`config.mk`:
```
export PLATFORM = sky130hd
export DESIGN_NAME = tsc_selftest_ctrl
export DESIGN_NICKNAME = d
export VERILOG_FILES = /design/src/rtl/tsc_pkg.sv /design/src/rtl/tsc_cw_detect.sv /design/src/rtl/tsc_selftest_ctrl.sv
export SDC_FILE = /design/constraint.sdc
export NUM_CORES = 1
export LEC_CHECK = 0
export ABC_CLOCK_PERIOD_IN_PS = 2620
export CAP_MARGIN = 40
export CORE_ASPECT_RATIO = 1.4
export CORE_UTILIZATION = 48
export CTS_CLUSTER_DIAMETER = 50
export CTS_CLUSTER_SIZE = 24
export DETAILED_ROUTE_END_ITERATION = 12
export PLACE_DENSITY_LB_ADDON = 0.1
export SLEW_MARGIN = 20
export SYNTH_ARGS = -nofsm -noshare
export SYNTH_HDL_FRONTEND = slang
export SYNTH_SLANG_ARGS = --single-unit
```
`constraint.sdc`:
```
create_clock -name clk -period 2.62 [get_ports clk]
set_input_delay 0.393 -clock clk [delete_from_list [all_inputs] [get_ports clk]]
set_output_delay 0.393 -clock clk [all_outputs]
set_load 0.03 [all_outputs]
```
`src/rtl/tsc_pkg.sv`:
```
// Shared types and constants for the totally-self-checking checker self-test controller.
package tsc_pkg;

  localparam int unsigned W_DEFAULT = 16;

  typedef enum logic [2:0] {
    ST_IDLE     = 3'd0,
    ST_FUNC     = 3'd1,
    ST_TEST     = 3'd2,
    ST_RECONFIG = 3'd3,
    ST_FAULT    = 3'd4
  } tsc_state_e;

  // Test codewords, bit order {x0, y0, x1, y1}; each bit expands to a full rail word.
  localparam logic [3:0] TV0 = 4'b0101;
  localparam logic [3:0] TV1 = 4'b0110;
  localparam logic [3:0] TV2 = 4'b1001;
  localparam logic [3:0] TV3 = 4'b1010;

  function automatic logic [3:0] tsc_test_vec(input logic [1:0] idx);
    case (idx)
      2'd0:    return TV0;
      2'd1:    return TV1;
      2'd2:    return TV2;
      default: return TV3;
    endcase
  endfunction

endpackage

```
`src/rtl/tsc_cw_detect.sv`:
```
// Two-rail codeword detector: valid only when every rail bit pair is complementary.
module tsc_cw_detect
  import tsc_pkg::*;
#(
  parameter int unsigned W = W_DEFAULT
) (
  input  logic [W-1:0] i_x,
  input  logic [W-1:0] i_y,
  output logic         o_valid
);

  assign o_valid = &(i_x ^ i_y);

endmodule

```
`src/rtl/tsc_selftest_ctrl.sv`:
```
// Self-test controller: drives functional or test codewords into a two-rail checker,
// checks each response one cycle later, and reconfigures or latches a fault on errors.
module tsc_selftest_ctrl
  import tsc_pkg::*;
#(
  parameter int unsigned W           = W_DEFAULT,
  parameter int unsigned TEST_PERIOD = 256,
  parameter int unsigned ERR_THRESH  = 3
) (
  input  logic         clk,
  input  logic         rst_n,
  input  logic         enable,
  input  logic         func_valid,
  output logic         func_ready,
  input  logic [W-1:0] func_x0,
  input  logic [W-1:0] func_y0,
  input  logic [W-1:0] func_x1,
  input  logic [W-1:0] func_y1,
  output logic [W-1:0] chk_x0,
  output logic [W-1:0] chk_y0,
  output logic [W-1:0] chk_x1,
  output logic [W-1:0] chk_y1,
  input  logic [W-1:0] chk_final_x,
  input  logic [W-1:0] chk_final_y,
  output logic         logic_en,
  output logic         test_active,
  output logic         err_pulse,
  output logic [7:0]   err_count,
  output logic         fault
);

  localparam int unsigned PW = (TEST_PERIOD > 1) ? $clog2(TEST_PERIOD) : 1;

  tsc_state_e   r_state, w_state_n;
  logic [PW-1:0] r_period;
  logic [7:0]   r_consec, w_consec_next;
  logic [2:0]   r_tidx;
  logic         r_tfail, r_from_rc;
  logic         r_pend, r_pend_func;
  logic [W-1:0] r_chk_x0, r_chk_y0, r_chk_x1, r_chk_y1;
  logic         r_logic_en, r_err_pulse;
  logic [7:0]   r_err_count;
  logic         w_resp_valid, w_err, w_test_fail;
  logic [3:0]   w_vec;

  tsc_cw_detect #(.W(W)) u_cw_detect (
    .i_x     (chk_final_x),
    .i_y     (chk_final_y),
    .o_valid (w_resp_valid)
  );

  assign func_ready  = (r_state == ST_FUNC) && enable;
  assign test_active = (r_state == ST_TEST);
  assign fault       = (r_state == ST_FAULT);
  assign chk_x0      = r_chk_x0;
  assign chk_y0      = r_chk_y0;
  assign chk_x1      = r_chk_x1;
  assign chk_y1      = r_chk_y1;
  assign logic_en    = r_logic_en;
  assign err_pulse   = r_err_pulse;
  assign err_count   = r_err_count;

  assign w_err       = r_pend && !w_resp_valid;
  assign w_test_fail = r_tfail || (w_err && !r_pend_func);
  assign w_vec       = tsc_test_vec(r_tidx[1:0]);

  always_comb begin
    w_consec_next = r_consec;
    if (r_pend && r_pend_func) begin
      if (!w_resp_valid) begin
        if (r_consec != 8'hFF) w_consec_next = r_consec + 8'd1;
      end else begin
        w_consec_next = '0;
      end
    end
  end

  always_comb begin
    w_state_n = r_state;
    case (r_state)
      ST_IDLE:     if (enable) w_state_n = ST_FUNC;
      ST_FUNC: begin
        // Error threshold wins over both disable and period expiry.
        if (w_consec_next >= 8'(ERR_THRESH))       w_state_n = ST_RECONFIG;
        else if (!enable)                          w_state_n = ST_IDLE;
        else if (r_period == PW'(TEST_PERIOD - 1)) w_state_n = ST_TEST;
      end
      ST_TEST: begin
        if (r_tidx == 3'd4) begin
          if (w_test_fail) w_state_n = r_from_rc ? ST_FAULT : ST_RECONFIG;
          else             w_state_n = enable ? ST_FUNC : ST_IDLE;
        end
      end
      ST_RECONFIG: w_state_n = ST_TEST;
      ST_FAULT:    w_state_n = ST_FAULT;
      default:     w_state_n = ST_IDLE;
    endcase
  end

  always_ff @(posedge clk or negedge rst_n) begin
    if (!rst_n) begin
      r_state     <= ST_IDLE;
      r_period    <= '0;
      r_consec    <= '0;
      r_tidx      <= '0;
      r_tfail     <= 1'b0;
      r_from_rc   <= 1'b0;
      r_pend      <= 1'b0;
      r_pend_func <= 1'b0;
      r_chk_x0    <= '0;
      r_chk_y0    <= '0;
      r_chk_x1    <= '0;
      r_chk_y1    <= '0;
      r_logic_en  <= 1'b0;
      r_err_pulse <= 1'b0;
      r_err_count <= '0;
    end else begin
      r_state     <= w_state_n;
      r_err_pulse <= w_err;
      if (w_err && (r_err_count != 8'hFF)) r_err_count <= r_err_count + 8'd1;
      r_consec    <= (r_state == ST_RECONFIG) ? '0 : w_consec_next;
      r_pend      <= 1'b0;
      r_pend_func <= 1'b0;
      case (r_state)
        ST_IDLE: r_period <= '0;
        ST_FUNC: begin
          if (func_ready && func_valid) begin
            r_chk_x0    <= func_x0;
            r_chk_y0    <= func_y0;
            r_chk_x1    <= func_x1;
            r_chk_y1    <= func_y1;
            r_pend      <= 1'b1;
            r_pend_func <= 1'b1;
          end
          if (w_state_n == ST_TEST) begin
            r_period  <= '0;
            r_tidx    <= '0;
            r_tfail   <= 1'b0;
            r_from_rc <= 1'b0;
          end else if (w_state_n == ST_FUNC) begin
            r_period <= r_period + PW'(1);
          end
        end
        ST_TEST: begin
          if (r_tidx != 3'd4) begin
            r_chk_x0 <= {W{w_vec[3]}};
            r_chk_y0 <= {W{w_vec[2]}};
            r_chk_x1 <= {W{w_vec[1]}};
            r_chk_y1 <= {W{w_vec[0]}};
            r_pend   <= 1'b1;
          end
          r_tidx  <= r_tidx + 3'd1;
          r_tfail <= w_test_fail;
        end
        ST_RECONFIG: begin
          r_logic_en <= ~r_logic_en;
          r_period   <= '0;
          r_tidx     <= '0;
          r_tfail    <= 1'b0;
          r_from_rc  <= 1'b1;
        end
        default: ;
      endcase
      if ((w_state_n == ST_IDLE) || (w_state_n == ST_FAULT)) begin
        r_chk_x0 <= '0;
        r_chk_y0 <= '0;
        r_chk_x1 <= '0;
        r_chk_y1 <= '0;
      end
    end
  end

endmodule

```
[Yosys cells after proc, flatten, opt, wreduce, memory -nomap -nowiden]
Index checks and enable logic that the tools add are counted.
Storage, ports and cells
  bits in registers: 100
  bits of input ports: 100
  output and inout bits: 77
Operators by class
  add/subtract/negate cells: 4
  magnitude comparators: 1
  equal/unequal tests: 18
  multiplexer cells: 42
  bitwise operators: 2
  reduce and logical (&&, ||, !) cells: 23
Operator list (count)
  $mux W16: 12
  $pmux W16 S2: 4
  $mux W8: 6
  $add A8 B1 Y8 const B: 3
  $mux W3: 8
  $ne A8 B8 Y1 const B: 2
  $pmux W8 S2: 1
  $reduce_and A16 Y1: 1
  $xor A16 B16 Y16: 1
  $pmux W3 S5: 1
  $pmux W4 S3: 1
  $eq A3 B2 Y1 const B: 3
  $eq A3 B3 Y1 const B: 3
  $ne A3 B1 Y1 const B: 3
  $pmux W3 S3: 1
  $eq A8 B8 Y1 const B: 1
  $ge A8 B2 Y1 const B: 1
  $eq A3 B1 Y1 const B: 2
  $logic_and A1 B1 Y1: 6
  $logic_not A3 Y1: 2
  $reduce_and A2 Y1: 3
  $reduce_bool A3 Y1: 2
  $mux W1: 5
  $pmux W1 S2: 2
  13 further kinds: 16

[Longest topological paths before layout]
  depth in word-level cells: 13
  depth in mapped cells: 11
  depth with buffers taken out: 8

[Modules after synthesis]
A second synthesis with hierarchy kept.
Unflattened totals
  cells, all modules: 529
  area total of the unflattened synthesis: 5131.2 um2
Modules (own cells, without submodules)
  tsc_selftest_ctrl: times used 1, cells each 508, area an instance 4953.5 um2
  tsc_cw_detect: times used 1, cells each 21, area an instance 177.7 um2

[Least setup slack after synthesis]
Ideal clock, no wire load.
  path kind: reg-to-reg
  from: register r_consec[0]
  to: register r_chk_x0[0] (netlist: chk_x0[0])
  arrival time: 2188 ps
  path slack: 310 ps
  stages on the path, launching flop included: 11
  cell sequence: dfrtp_1 > ha_1 > nand3_2 > o211a_1 > nor4_1 > nand4_1 > o21ai_4 > o211a_1 > buf_6 > buf_12 > nor2_4
On the way
  word-level cells in the longest chain between the ends: 11
Ends and longest elaborated chain
  start: declaration: line tsc_selftest_ctrl.sv:36  | logic [7:0] r_consec, w_consec_next;
  start signal: assignment: line tsc_selftest_ctrl.sv:121  | r_consec <= (r_state == ST_RECONFIG) ? '0 : w_consec_next;
  $add A8 B1 Y8 / $ne A8 B8 Y1 (equally long branches): line tsc_selftest_ctrl.sv:71  | if (r_consec != 8'hFF) w_consec_next = r_consec + 8'd1;
  $mux W8: line tsc_selftest_ctrl.sv:71
  $mux W8: line tsc_selftest_ctrl.sv:70  | if (!w_resp_valid) begin
  $mux W8 (*): line tsc_selftest_ctrl.sv:69  | if (r_pend && r_pend_func) begin
  $ge A8 B2 Y1 (*): line tsc_selftest_ctrl.sv:84  | if (w_consec_next >= 8'(ERR_THRESH)) w_state_n = ST_RECONFIG;
  $mux W3 (*): line tsc_selftest_ctrl.sv:84
  $pmux W3 S5 (*): line tsc_selftest_ctrl.sv:80  | case (r_state)
  $eq A3 B3 Y1 / $logic_not A3 Y1 (equally long branches): line tsc_selftest_ctrl.sv:164  | if ((w_state_n == ST_IDLE) || (w_state_n == ST_FAULT)) begin
  $logic_or A1 B1 Y1 (*): line tsc_selftest_ctrl.sv:164
  $ne A3 B1 Y1 (no line) / $reduce_bool A3 Y1 (equally long branches)
  $reduce_and A3 Y1 (no line)
  end signal: assignment: line tsc_selftest_ctrl.sv:128  | r_chk_x0 <= func_x0;
  end signal: assignment: line tsc_selftest_ctrl.sv:146  | r_chk_x0 <= {W{w_vec[3]}};
  end: declaration: line tsc_selftest_ctrl.sv:40  | logic [W-1:0] r_chk_x0, r_chk_y0, r_chk_x1, r_chk_y1;
Every way passes the cells marked *; elsewhere a longest branch is shown, timed or not.
A chain may end at the register's enable or synchronous reset.

[Worst setup path in the final report]
  from: input chk_final_x[15]
  to: register r_chk_x0[13] (netlist: chk_x0[13])
On the way
  word-level cells in the longest chain between the ends: 13
Ends and longest elaborated chain
  start: declaration: line tsc_selftest_ctrl.sv:23  | input logic [W-1:0] chk_final_x,
  $xor A16 B16 Y16 (*): line tsc_cw_detect.sv:12  | assign o_valid = &(i_x ^ i_y);
  $reduce_and A16 Y1 (*): line tsc_cw_detect.sv:12
  branches (longest 6 deep; another with $ge A8 B2 Y1)
  $pmux W3 S5 (*): line tsc_selftest_ctrl.sv:80
  $eq A3 B3 Y1 / $logic_not A3 Y1 (equally long branches): line tsc_selftest_ctrl.sv:164
  $logic_or A1 B1 Y1 (*): line tsc_selftest_ctrl.sv:164
  $ne A3 B1 Y1 (no line) / $reduce_bool A3 Y1 (equally long branches)
  $reduce_and A3 Y1 (no line)
Every way passes the cells marked *.

==> flow_summary.json <==
{
  "synth_fp_nets": 712,
  "async_flop_share_pct": 100,
  "p_total_mw": 3.04,
  "cap_violations": 0,
  "max_slew_margin_pct": 57.6,
  "drive_gt1_share_pct": 16.4,
  "whs_ns": 0.409,
  "final.period_utilization_pct": 95.4,
  "layout_commonest_cell": "clkdlybuf4s50_1",
  "grt_overflow_total": 0,
  "synthFlopType": "dfrtp_1",
  "placed_area_um2": 7760,
  "die_area_um2": 12400,
  "ys_ff_latch": 100,
  "initial_utilization_pct": 49.0,
  "wl_per_cell_um": 15.5,
  "numCtsBuffers": 9,
  "cts_root_buf": "clkbuf_16",
  "gp_congestion": 0.970,
  "critPathMaxFanout": 18,
  "num_vias": 5011,
  "synth-edff-count": 0,
  "cellLeakagePower_nw": 3.16,
  "grt_max_degree": 98,
  "clk_pin_slew_ns": 0.07,
  "worstMarginPinSlew_ns": 0.630,
  "fin_ws_ns": 0.121,
  "vias_per_cell": 5.34,
  "fp-row-count": 47,
  "min_path_type": "in -> async",
  "cp.required_ns": 2.85,
  "ios": 177,
  "cp.arrival_ns": 2.73,
  "synthCells": 604,
  "yosysWarnings": 0,
  "htreeDepth": 3,
  "place_ws_ns": -0.315,
  "core-area_um2": 11800,
  "fin_crit_ns": 2.50,
  "tritoncts": "done",
  "drt-initial-drc-count": 163,
  "start_kind": "primary input",
  "setup.worst_path.class": "in -> reg",
  "drc_errors": 0,
  "hold_viol_final": 0,
  "nets": 894,
  "diodes": 0,
  "syn_area_um2": 5760,
  "design_area_um2": 8070,
  "slew_violations": 0,
  "p_per_area_nw_per_um2": 376,
  "die_x_um": 94.6,
  "rr_startpoint": "r_tidx[0]$_DFFE_PN0P_",
  "antenna_found_initial": 0,
  "fin_worst_skew_ns": 0.00665,
  "final_cell_mix": "clkdlybuf4s50_1, nor2_1, dfrtp_1",
  "grtUsageTotal_pct": 24.4,
  "syn_avg_cell_area_um2": 9.53,
  "area_growth_pct": 40.2,
  "irDropWorstVdd_mv": 0.316,
  "ys_types": 57,
  "port_buffers": 176,
  "outcome": "finished, final reports clean",
  "finalSetupViolCount": 0,
  "worstSkewPairLatency_ns": 0.34,
  "clock.fmax_mhz": 400,
  "fill_cells": 963,
  "crit_path_start": "chk_final_x[15]",
  "end_kind": "register",
  "firstDrtPassIters": 4,
  "ys_seq_area_share_pct": 43.5,
  "grt_pass1_wl_mm": 24.0,
  "clock_path_buffers": 2,
  "first_global_vias": 5032,
  "cts_num_sinks": 100,
  "place_hpwl_mm": 10.5,
  "wl_mm": 14.5,
  "ant_nets": 0,
  "die-height_um": 132
}
==> flip-flops by register name (all words and copies together), names as in the netlist, 3 cells and up <==
signal,flops
chk_y0,16
chk_y1,16
r_state,3
chk_x1,16
r_period,8
chk_x0,16
r_tidx,3
err_count,8
r_consec,8
==> metrics by stage <==
stage	std cells	util, %	TNS (ns)
after floorplan	604	-	0
after global placement	919	66.0	-14.27
after detailed placement	919	66.0	-20.79
after CTS	936	68.5	0
after global routing	938	68.6	-0.0120
final	938	68.6	0
==> power by group <==
part | internal (mW) | switching (mW)
clock | 0.655 | 0.595
combinational | 0.164 | 0.0812
sequential | 1.54 | 0.0000243
==> kinds of logic (layout without fill, tap and decap cells) <==
| group | after synthesis | count (layout) | synth area share (%) |
|---|---|---|---|
| simple gates | 293 | 293 | 31.0 |
| compound gates | 118 | 118 | 12.9 |
| flops | 100 | 100 | 43.5 |
| fa+ha+maj | 8 | 8 | 1.74 |
| buf+inv | 50 | 237 | 5.45 |
| xor+xnor | 30 | 30 | 4.56 |
| mux | 5 | 5 | 0.891 |
==> area by class of cell <==
class | instances | area [µm²] | share of cell area (%)
sequential | 100 | 2500 | 31.0
inverter | 12 | 45.0 | 0.558
clock buffer | 10 | 229 | 2.84
multi-input combinational | 454 | 2980 | 36.9
timing repair buffer | 209 | 2080 | 25.8
clock inverter | 6 | 48.8 | 0.604
tap | 147 | 184 | 2.28
==> final timing paths <==
path	to	slack, ns	cells after the start
setup / recovery	chk_x0[13]$_DFFE_PN0P_	0.12	10
hold / removal	err_count[4]$_DFFE_PN0P_	0.41	2
setup reg to reg	chk_x0[13]$_DFFE_PN0P_	0.20	9
hold reg to reg	logic_en$_DFFE_PN0P_	0.48	1
max in group asynchronous	chk_y0[4]$_DFFE_PN0P_	1.48	3
min in group clk	logic_en$_DFFE_PN0P_	0.48	1
==> cell usage after synthesis (all sizes together) (8+ instances only) <==
cell | number | area [µm²]
nor2 | 161 | 1050
dfrtp | 100 | 2500
a21oi | 72 | 360
nor3 | 58 | 300
xnor2 | 25 | 219
nand2 | 23 | 88.8
buf | 19 | 196
clkbuf | 19 | 72.6
a31oi | 11 | 83.8
inv | 11 | 41.3
nand3 | 9 | 50.1
o21ai | 9 | 56.3
and3 | 8 | 50.1
ha | 8 | 100
nand2b | 8 | 50.1
==> per-layer routing <==
metal	vias up	global-route usage, %	share of wire, %
met4	0	8.25	2.1
met3	22	5.15	6.4
met1	2392	28.9	39
li1	2444	-	-
met5	-	0	0
met2	153	43.0	53
==> what timing repair did <==
item,4_1_cts,5_1_grt
buffers inserted,0,2
hold endpoints to repair,9,0
resized for setup,0,1
hold buffers,1,0
endpoints found under the setup margin,0,72
==> worst max-delay path, stage by stage <==
cell,delay (ns)
clkdlybuf4s50_1,0.43
xnor2_1,0.14
nor4_1,0.35
nand4_1,0.23
buf_4,0.20
a21oi_1,0.18
o31a_1,0.20
o211a_4,0.27
buf_12,0.25
nor2_4,0.06
No activity file was read; power rests on OpenSTA's default activity.
